### src/rtl/dual_priority_decoder_12b.sv
// Rebuilds the 12-bit request vector of a dual priority encoder from a "first"/"second"
// code pair keyed in on a 4-bit input and confirmed by a debounced push button.
module dual_priority_decoder_12b #(
    parameter int DB_CYCLES = 1_000_000,
    parameter int CNT_W     = 20
) (
    input  logic        clk,
    input  logic        reset,
    input  logic [3:0]  idx_in,
    input  logic        load_btn,
    output logic [11:0] req,
    output logic [3:0]  first,
    output logic [3:0]  second,
    output logic        valid,
    output logic [1:0]  state,
    output logic        err
);

    typedef enum logic [1:0] {
        S_FIRST  = 2'd0,
        S_SECOND = 2'd1,
        S_SHOW   = 2'd2,
        S_BAD    = 2'd3
    } state_t;

    logic             r_sync1, r_sync2;
    logic             r_db, r_db_d;
    logic [CNT_W-1:0] r_cnt;
    logic             w_load_evt;

    state_t           r_state, w_state_next;
    logic [3:0]       r_first, w_first_next;
    logic [3:0]       r_second, w_second_next;
    logic             r_err, w_err_next;
    logic [11:0]      r_req, w_req_next;
    logic             r_valid;
    logic [11:0]      w_first_bit, w_second_bit;

    // The debounced level only follows the synchronised button after DB_CYCLES agreeing samples.
    always_ff @(posedge clk) begin
        if (!reset) begin
            r_sync1 <= 1'b0;
            r_sync2 <= 1'b0;
            r_db    <= 1'b0;
            r_db_d  <= 1'b0;
            r_cnt   <= '0;
        end else begin
            r_sync1 <= load_btn;
            r_sync2 <= r_sync1;
            r_db_d  <= r_db;
            if (r_sync2 == r_db) begin
                r_cnt <= '0;
            end else if (r_cnt == CNT_W'(DB_CYCLES - 1)) begin
                r_db  <= r_sync2;
                r_cnt <= '0;
            end else begin
                r_cnt <= r_cnt + 1'b1;
            end
        end
    end

    assign w_load_evt = r_db & ~r_db_d;

    always_ff @(posedge clk) begin
        if (!reset) begin
            r_state  <= S_FIRST;
            r_first  <= 4'd0;
            r_second <= 4'd0;
            r_err    <= 1'b0;
            r_req    <= 12'd0;
            r_valid  <= 1'b0;
        end else begin
            r_state  <= w_state_next;
            r_first  <= w_first_next;
            r_second <= w_second_next;
            r_err    <= w_err_next;
            r_req    <= w_req_next;
            r_valid  <= (r_state == S_SHOW);
        end
    end

    always_comb begin
        w_state_next  = r_state;
        w_first_next  = r_first;
        w_second_next = r_second;
        w_err_next    = 1'b0;
        case (r_state)
            S_FIRST: begin
                if (w_load_evt) begin
                    if (idx_in > 4'd12) begin
                        w_err_next = 1'b1;
                    end else begin
                        w_first_next  = idx_in;
                        w_second_next = 4'd0;
                        w_state_next  = (idx_in == 4'd0) ? S_SHOW : S_SECOND;
                    end
                end
            end
            S_SECOND: begin
                // second must stay strictly below first so the encoder maps req back to this pair
                if (w_load_evt) begin
                    if ((idx_in > 4'd12) || ((idx_in != 4'd0) && (idx_in >= r_first))) begin
                        w_err_next = 1'b1;
                    end else begin
                        w_second_next = idx_in;
                        w_state_next  = S_SHOW;
                    end
                end
            end
            S_SHOW: begin
                if (w_load_evt) begin
                    w_first_next  = 4'd0;
                    w_second_next = 4'd0;
                    w_state_next  = S_FIRST;
                end
            end
            default: begin
                w_first_next  = 4'd0;
                w_second_next = 4'd0;
                w_state_next  = S_FIRST;
            end
        endcase
    end

    always_comb begin
        w_first_bit  = (r_first  != 4'd0) ? (12'd1 << (r_first  - 4'd1)) : 12'd0;
        w_second_bit = (r_second != 4'd0) ? (12'd1 << (r_second - 4'd1)) : 12'd0;
        w_req_next   = (r_state == S_SHOW) ? (w_first_bit | w_second_bit) : 12'd0;
    end

    assign req    = r_req;
    assign first  = r_first;
    assign second = r_second;
    assign valid  = r_valid;
    assign state  = r_state;
    assign err    = r_err;

endmodule
### config.mk
export PLATFORM = sky130hd
export DESIGN_NAME = dual_priority_decoder_12b
export DESIGN_NICKNAME = d
export VERILOG_FILES = /design/src/rtl/dual_priority_decoder_12b.sv
export SDC_FILE = /design/constraint.sdc
export NUM_CORES = 1
export LEC_CHECK = 0
export CORE_MARGIN = 4
export CORE_UTILIZATION = 35
export DETAILED_ROUTE_END_ITERATION = 8
export HOLD_SLACK_MARGIN = 0.06
export SLEW_MARGIN = 0
export SYNTH_ARGS = -nofsm -noshare
export SYNTH_HDL_FRONTEND = slang
export SYNTH_SLANG_ARGS = --single-unit
### constraint.sdc
create_clock -name clk -period 3.92 [get_ports clk]
set_input_delay 0.98 -clock clk [delete_from_list [all_inputs] [get_ports clk]]
set_output_delay 0.98 -clock clk [all_outputs]
set_load 0.005 [all_outputs]
==> results.md, run 1 <==
- Buffers added on ports: 30
- Clk_lat worst skew: around 0.3 ns
- Post-CTS Setup Bufs: 0
- All-layer global routing usage: 13.8%
- Post_cts resized: 0
- Setup TNS: 0 ns
- WS Path Type: in2reg
- Initial Util: between 30 and 40%
- Post-synth ARST share: 0%
- Worst Path Required: 4.15 ns
- Die area: around 7700 sq um
- Period utilization: roughly 74%
- Final wirelength: just under 5 mm
- Post-CTS Hold Buffers: 0
- CP max stage cell: o32ai_1
- Synthesized netlist net count: about 260
- Share of layout cells above drive strength 1: ~6.1%
- Pin count of the biggest net entering global routing: 21
- Post-Synthesis Cell Area: 2220 sq um
- 1st-iter DRT viols: 86
- Seq cells post-synth: 48
- Max VDD drop: 177 uV
- Vias per inst: ~5.5
- First-pass GRT wire length: 8.56 mm
- Routability cong.: 0.811
- CP peak stage delay: 0.66 ns
- RSZ-0062 raised after global routing: no
- Register area share after synthesis: 43.2%
- Crit path buf inv count: 3
- Number of synthesized flops with an enable pin: 0
- Hold crit path type: reg2reg
- Shortest period the worst path allows: slightly below 3 ns
- Status: finished clean
- Fin util: 44.7%
- Largest delay share family, worst path: buffers and inverters
- Die height: roughly 88 microns
- Worst Tran Pin Value: 0.845 ns
- Routed len/inst: between 10 and 15 microns
- H-tree lvl count: 2
- Lkg Pwr: approximately 0.87 nW
- Chip Width: around 88 microns
- Cts bufs inserted: 5
- Startpoint types: primary input
- Vias in the first global route: 1774
- YS warnings: 0
- Root Driver: clkbuf_8
- I/O Pins: 31
- Routed Antenna Nets: 0
- Nets: roughly 290
- CTS tree: yes
- Mean post-synth cell area: around 8.9 sq um
- Synth Flop Type: dfxtp_1
- Synth unique cells: 43
- Synth area leaders: dfxtp_1 (43%), nor2_1 (5.6%), nand3_1 (4.3%)
- CP arrival: 3.11 ns
- Antenna diode count: 0
- CP Capture Type: flop
- P per Cell Area: 323 nW/um^2
- Core Area: between 6000 and 7000 sq um
- Slew HR: 43.5%
- Drt first pass iters: 4
- FMAX: around 350 MHz
- Via count: about 1900
- CP max FO: 6
- GR Overflow Total: 0
- CTS sink count: between 40 and 50
- Clock Pin Slew Worst Setup and Hold Paths: 0.08 ns
- Slew Viols, Final: 0
- Initial antenna violation count: 0
- Max-Cap Viols: 0
- Post-synthesis instance total: 249
- Hold Violations, Final: 0
- Synth area leader: dfxtp_1
- CTS Buffer Depth: 2
- FP Rows: 28
- HPWL after DPL: approximately 3.5 mm
- Setup-failing EPs final: 0
- Skew final: between 0.01 and 0.015 ns
- Synth top area share: 43.2%
- DRC violations left: 0
- Cell Chain, Critical Path: clkdlybuf4s50_1 > inv_1 > ha_1 > nand2b_1 > a2111oi_2 > buf_4 > o32ai_1 > mux2i_1
- Area grow syn2layout: 21.0%
-- state kept, by name, indices dropped and copies added (netlist names) --
name,cells
r_sync2,1
state,2
r_sync1,1
r_cnt,20
req,12
second,4
first,4
r_db_d,1
valid,1
err,1
r_db,1
-- layout make-up --
cell class                      count  area (sq um)
Tap cell                           75          93.8
Fill cell                         611          3330
Sequential cell                    48           961
Clock buffer                        6          72.6
Clock inverter                      2          35.0
Timing Repair Buffer               32           315
Inverter                           10          37.5
Multi-Input combinational cell    182          1180
-- cells in the final DEF (no fill, tap or decap), types with 2 or more instances in the layout --
master	instances
a21oi_1	14
nor2_1	33
or4b_1	2
o211ai_1	5
clkbuf_8	5
and2_1	4
nor2b_1	7
o21a_1	6
nor4_1	4
o31ai_1	2
o2111ai_1	2
nor3_1	4
xor2_1	7
nand4_1	4
o21ai_0	3
dfxtp_1	48
buf_4	2
or4_1	5
a22oi_1	8
ha_1	5
and4_1	3
clkdlybuf4s50_1	30
nand2_1	11
a32o_1	2
or3b_2	2
inv_1	10
xnor2_1	8
or3_1	3
mux2i_1	2
nand4b_1	4
nand3_1	19
-- synthesized netlist by cell type (2+ instances only) --
master / n
and4_1: 3
o2111ai_1: 2
nor4_1: 4
or3_1: 3
mux2i_1: 2
xnor2_1: 8
or3b_2: 2
a21oi_1: 14
inv_1: 10
o211ai_1: 5
nor3_1: 4
nor2_1: 33
or4b_1: 2
a22oi_1: 8
or4_1: 5
buf_6: 2
nand2_1: 11
and2_1: 4
xor2_1: 7
nand4b_1: 4
nand4_1: 4
o21ai_0: 3
nor2b_1: 7
nand3_1: 19
o21a_1: 6
ha_1: 5
clkbuf_1: 7
dfxtp_1: 48
o31ai_1: 2
a32o_1: 2
-- worst reg2reg max path: cells and delay by family, from the launching register on --
| family | cells | cell delay (ns) |
|---|---|---|
| AND/OR/NAND/NOR | 3 | 1.15 |
| AO/OA/AOI/OAI | 1 | 0.69 |
| flip-flops | 1 | 0.46 |
-- final timing paths --
kind / startpoint / to / slack [ns] / cells past startpoint
max: idx_in[0] / second[0] / 1.04 / 8
max reg2reg: r_cnt[9] / r_cnt[10] / 1.48 / 4
min reg2reg: r_sync1 / r_sync2 / 0.44 / 1
min: r_sync1 / r_sync2 / 0.44 / 1
-- through the flow --
stage	cell area [sq um]	setup WS (ns)	hold slack, ns	cells	total power (W)
floorplan	2220	1.32	0.412	249	0.000514
global placement	2580	0.784	0.416	347	0.000525
detailed placement	2580	0.741	0.424	347	0.000526
CTS	2690	1.05	0.444	355	0.000880
global route	2690	0.921	0.456	355	0.000906
finish	2690	1.04	0.438	355	0.000870
-- layer usage --
layer	share of wire, %	track usage (%)	vias up
met4	1.2	4.88	0
met3	5.0	3.57	5
met5	0	0	-
met1	50	19.8	911
met2	43	20.0	52
li1	-	-	970
-- kinds of logic after synthesis --
logic type | count (synthesis) | synth area share, %
buffers and inverters | 19 | 3.88
AOI/OAI and AO/OA | 50 | 16.4
and+or+nand+nor | 110 | 26.8
DFF | 48 | 43.2
xor gates and xnor gates | 15 | 5.91
muxes | 2 | 0.900
adders and majority gates | 5 | 2.81
-- where the power goes --
part           internal [W]  switching (W)
Clock              0.000190       0.000166
Sequential         0.000488    0.000000603
Combinational     0.0000108      0.0000147
Note: power is estimated with default switching activity, not from simulation.
==> run 2, diff against run 1 <==
==> constraint.sdc (replaced) <==
create_clock -name clk -period 2.7 [get_ports clk]
set_input_delay 0.675 -clock clk [delete_from_list [all_inputs] [get_ports clk]]
set_output_delay 0.675 -clock clk [all_outputs]
set_load 0.005 [all_outputs]
==> results.md, run 2 (same netlist as run 1, synthesis figures left out) <==
- RSZ-0062 raised after global routing: no
- Cell count of the worst hold path: 1
- Chip Width: 87.7 microns
- GR Overflow Total: 0
- Vias in the first global route: ~1700
- Clk_lat worst skew: around 0.30 ns
- CTS tree: yes
- Slew Viols, Final: 0
- Routability cong.: between 0.8 and 0.9
- Reg2Reg Capture Point: r_cnt[18]
- Skew final: between 0.01 and 0.015 ns
- Initial antenna violation count: 0
- Root Driver: clkbuf_8
- Commonest cells after routing, fill and taps aside: dfxtp_1 (48), nor2_1 (33), clkdlybuf4s50_1 (30)
- I/O Pins: 31
- CP arrival: between 2 and 3 ns
- CP Capture Type: flop
- Area grow syn2layout: 23.8%
- Setup TNS: 0 ns
- Clock network fraction of design power: ~37%
- CP peak stage delay: roughly 0.47 ns
- P per Cell Area: 433 nW/um^2
- Post-CTS Setup Bufs: 0
- FP Rows: 28
- Switching Fraction: between 20% and 30%
- First-pass GRT wire length: a little under 8 mm
- Antenna diode count: 0
- CP max FO: 5
- CTS sink count: 48
- Max VDD drop: around 230 uV
- Lkg Pwr: between 0.9 and 1 nW
- Worst Hold Path EP: r_sync2
- Post_cts resized: 0
- FMAX: 432 MHz
- Startpoint types: primary input
- Drt first pass iters: 4
- RR Startpoint: r_cnt[9]
- Core Area: ~6000 sq um
- CP max stage cell: clkdlybuf4s50_1
- Via count: roughly 1900
- CTS Buffer Depth: 2
- Initial Util: 36.9%
- Comb power frac: ~3.7%
- H-tree lvl count: 2
- Cts bufs inserted: 5
- Cell Chain, Critical Path: clkdlybuf4s50_1 > inv_1 > ha_1 > nand2b_1 > a2111oi_2 > buf_4 > o2111a_1 > a32o_1
- Die height: around 90 microns
- Worst Path Required: between 2 and 3 ns
- Buffers added on ports: 30
- Slew HR: just over 60%
- Share of layout cells above drive strength 1: under 10%
- Nets: roughly 300
- Net Switching: 0.000253 W
- Period utilization: between 80 and 90%
- Biggest register: r_cnt
- Flip-flop count of the largest register after layout: 20
- Register share of total power: between 50% and 60%
- Pin count of the biggest net entering global routing: 17
- Shortest period the worst path allows: between 2 and 2.5 ns
- Most common cell after layout, fill and taps aside: dfxtp_1
- DRC violations left: 0
- Worst Tran Pin Value: 0.580 ns
- All-layer global routing usage: around an eighth
- Hold crit path type: reg2reg
- Hold Violations, Final: 0
- Worst reg2reg setup slack: ~0.7 ns
- HPWL after DPL: 3.50 mm
- Routed len/inst: roughly 13 microns
- Worst hold slack: approximately 0.44 ns
- Int Pwr: 0.000939 W
- Setup-failing EPs final: 0
- WS Path Type: in2reg
- Clock Pin Slew Worst Setup and Hold Paths: about 0.090 ns
- R2r worst-path depth: 5
- Largest delay share family, worst path: compound AO/OA/AOI/OAI gates
- Final wirelength: ~4.7 mm
- Vias per inst: approximately 5.2
- Crit path buf inv count: 3
- Hold wc startpoint: r_sync1
- 1st-iter DRT viols: between 100 and 150
- Max-Cap Viols: 0
- Routed Antenna Nets: 0
- Status: finished clean
- Post-CTS Hold Buffers: 0
- Die area: ~7700 sq um
run 2: cell type report:
| cell class | instances | area (sq um) |
|---|---|---|
| fill | 584 | 3270 |
| multi-input combinational | 182 | 1180 |
| sequential | 48 | 961 |
| timing repair buffer | 42 | 390 |
| tap | 75 | 93.8 |
| clock buffer | 7 | 86.3 |
| inverter | 10 | 37.5 |
| clock inverter | 1 | 7.51 |
run 2: through the flow:
stage	cells	setup WS, ns	cell area [sq um]	util (%)	power (W)
after floorplan	249	0.408	2220	-	0.000746
after global placement	357	0.0808	2660	44.1	0.000770
after detailed placement	357	0.0786	2660	44.1	0.000771
after CTS	365	0.391	2750	45.7	0.00121
after global routing	365	0.251	2750	45.7	0.00124
final	365	0.384	2750	45.7	0.00119
run 2: worst reg2reg max path: cells and delay by family (launching register included):
kind | cells | cell delay, ns
compound gates | 2 | 0.23
simple gates | 2 | 1.02
buf+inv | 1 | 0.21
flops | 1 | 0.44
run 2: metal layers:
layer	routed length [microns]	global-route usage [%]
met4	72	5.30
met3	171	2.73
met2	2060	19.5
met1	2370	17.4
met5	0	0
run 2: worst max-delay path by stage:
| stage | start | to | slack [ns] | cells past startpoint |
|---|---|---|---|---|
| after global placement | idx_in[0] | second[3] | 0.08 | 8 |
| after floorplan | idx_in[0] | second[2] | 0.41 | 6 |
| after CTS | idx_in[0] | second[2] | 0.39 | 8 |
| after detailed placement | idx_in[0] | second[1] | 0.08 | 8 |
| final | idx_in[0] | second[3] | 0.38 | 8 |
| after global routing | idx_in[0] | second[2] | 0.25 | 8 |
run 2: power groups by stage:
stage               sequential [W]  combinational, W  clock, W
floorplan                 0.000726         0.0000192         0
global placement          0.000727         0.0000438         0
detailed placement        0.000727         0.0000440         0
CTS                       0.000710         0.0000441  0.000459
global route              0.000710         0.0000489  0.000480
finish                    0.000710         0.0000442  0.000437
==> run 3, diff against run 2 <==
--- a/config.mk
+++ b/config.mk
@@ -6,9 +6,9 @@
 export NUM_CORES = 1
 export LEC_CHECK = 0
 export CORE_MARGIN = 4
-export CORE_UTILIZATION = 35
+export CORE_UTILIZATION = 45
 export DETAILED_ROUTE_END_ITERATION = 8
-export HOLD_SLACK_MARGIN = 0.06
+export PLACE_DENSITY = 0.68
 export SLEW_MARGIN = 0
 export SYNTH_ARGS = -nofsm -noshare
 export SYNTH_HDL_FRONTEND = slang
==> results.md, run 3 (same netlist as run 1, synthesis figures left out) <==
- Status: finished clean
- Flip-flop count of the largest register after layout: 20
- Initial antenna violation count: 0
- CP arrival: roughly 2.6 ns
- Chip Width: roughly 80 microns
- Post-Layout Cell Count: between 300 and 400
- GR Overflow Total: 0
- FMAX: around 430 MHz
- Cell Chain, Critical Path: clkdlybuf4s50_1 > inv_1 > ha_1 > nand2b_1 > a2111oi_2 > buf_4 > o2111a_1 > a32o_1
- Clock Pin Slew Worst Setup and Hold Paths: 0.08 ns
- Slew Viols, Final: 0
- Most common cell after layout, fill and taps aside: dfxtp_1
- Share of layout cells above drive strength 1: around 8.7%
- 1st-iter DRT viols: roughly 140
- Nets: between 200 and 300
- CTS tree: yes
- Setup TNS: 0 ns
- Core Area: 4750 sq um
- Drt first pass iters: 4
- Lkg Pwr: around 0.9 nW
- CP Capture Type: flop
- HPWL after DPL: between 3 and 4 mm
- Commonest cells after routing, fill and taps aside: dfxtp_1 (48), nor2_1 (33), clkdlybuf4s50_1 (30)
- Pwr Total: 0.00126 W
- Clk_lat worst skew: about 0.3 ns
- Biggest register: r_cnt
- Fill cells: ~460
- Dpl cells: 346
- Shortest period the worst path allows: 2.34 ns
- Die area: approximately 6100 sq um
- Vias in the first global route: approximately 1800
- Pin count of the biggest net entering global routing: 17
- CP max stage cell: clkdlybuf4s50_1
- Post-CTS Hold Buffers: 0
- Skew final: approximately 0.012 ns
- Area of the multi-input gates: approximately 1200 sq um
- Hold Violations, Final: 0
- Via count: roughly 1900
- Worst Path Required: 2.94 ns
- RSZ-0062 raised after global routing: no
- Initial Util: between 40% and 50%
- Routed len/inst: approximately 13 microns
- FP Rows: 25
- Setup-failing EPs final: 0
- Hold crit path type: reg2reg
- Max-Cap Viols: 0
- Slew HR: between 60 and 70%
- Root Driver: clkbuf_8
- I/O Pins: 31
- DRC violations left: 0
- Routability cong.: between 0.8 and 0.9
- Worst Tran Pin Value: around 0.57 ns
- Buffers added on ports: 30
- WS Path Type: in2reg
- Reg area: around 960 sq um
- Antenna diode count: 0
- CTS sink count: 48
- Period utilization: about 87%
- All-layer global routing usage: between 10% and 20%
- Post_cts resized: 0
- P per Cell Area: between 400 and 500 nW/um^2
- Final wirelength: 4.58 mm
- Post-CTS Setup Bufs: 0
- Startpoint types: primary input
- CTS Buffer Depth: 2
- H-tree lvl count: 2
- Vias per inst: 5.45
- CP peak stage delay: between 0.4 and 0.5 ns
- CP max FO: 5
- Routed Antenna Nets: 0
- Cts bufs inserted: 5
- Area grow syn2layout: 23.7%
- First-pass GRT wire length: around 8.4 mm
- Die height: 78.3 microns
- Max VDD drop: around 270 uV
run 3: power by group:
part | internal, W | switching [W]
Clock | 0.000274 | 0.000231
Combinational | 0.0000211 | 0.0000227
Sequential | 0.000709 | 0.000000876
run 3: final timing paths:
kind	from	to	slack, ns	cells after the start
worst max-delay path	idx_in[0]	second[3]	0.36	8
worst min-delay path	r_sync1	r_sync2	0.44	1
worst max register to register	r_cnt[9]	r_cnt[7]	0.50	5
worst min register to register	r_sync1	r_sync2	0.44	1
run 3: per-stage QoR:
stage,hold WS (ns),cell area [sq um],utilization (%),setup slack [ns]
5_1_grt,0.453,2750,57.8,0.227
3_5_place_dp,0.420,2640,55.5,0.0811
2_1_floorplan,0.412,2220,-,0.408
6_report,0.436,2750,57.8,0.364
3_3_place_gp,0.419,2640,55.5,0.0987
4_1_cts,0.441,2750,57.8,0.381
run 3: final cells by class:
class / count / share of cell area [%]
multi-input cells: 182 / 42.8
flip-flops and latches: 48 / 34.9
repair buffers: 39 / 13.8
well taps: 67 / 3.05
clock buffers: 5 / 2.50
clock inverters: 3 / 1.55
inverters: 10 / 1.36
run 3: metal layers:
metal	routed length, microns	track usage [%]	vias up	share of wire [%]
li1	-	-	979	-
met4	59	6.29	0	1.3
met2	2000	25.2	42	44
met5	0	0	-	0
met1	2310	23.8	904	51
met3	202	3.10	5	4.4
run 3: worst max-delay path, delay by kind of cell:
family,cells,cell delay (ns)
AO/OA/AOI/OAI,3,0.76
AND/OR/NAND/NOR,1,0.15
buffers and inverters,3,0.72
adder cells (fa/ha/maj),1,0.26
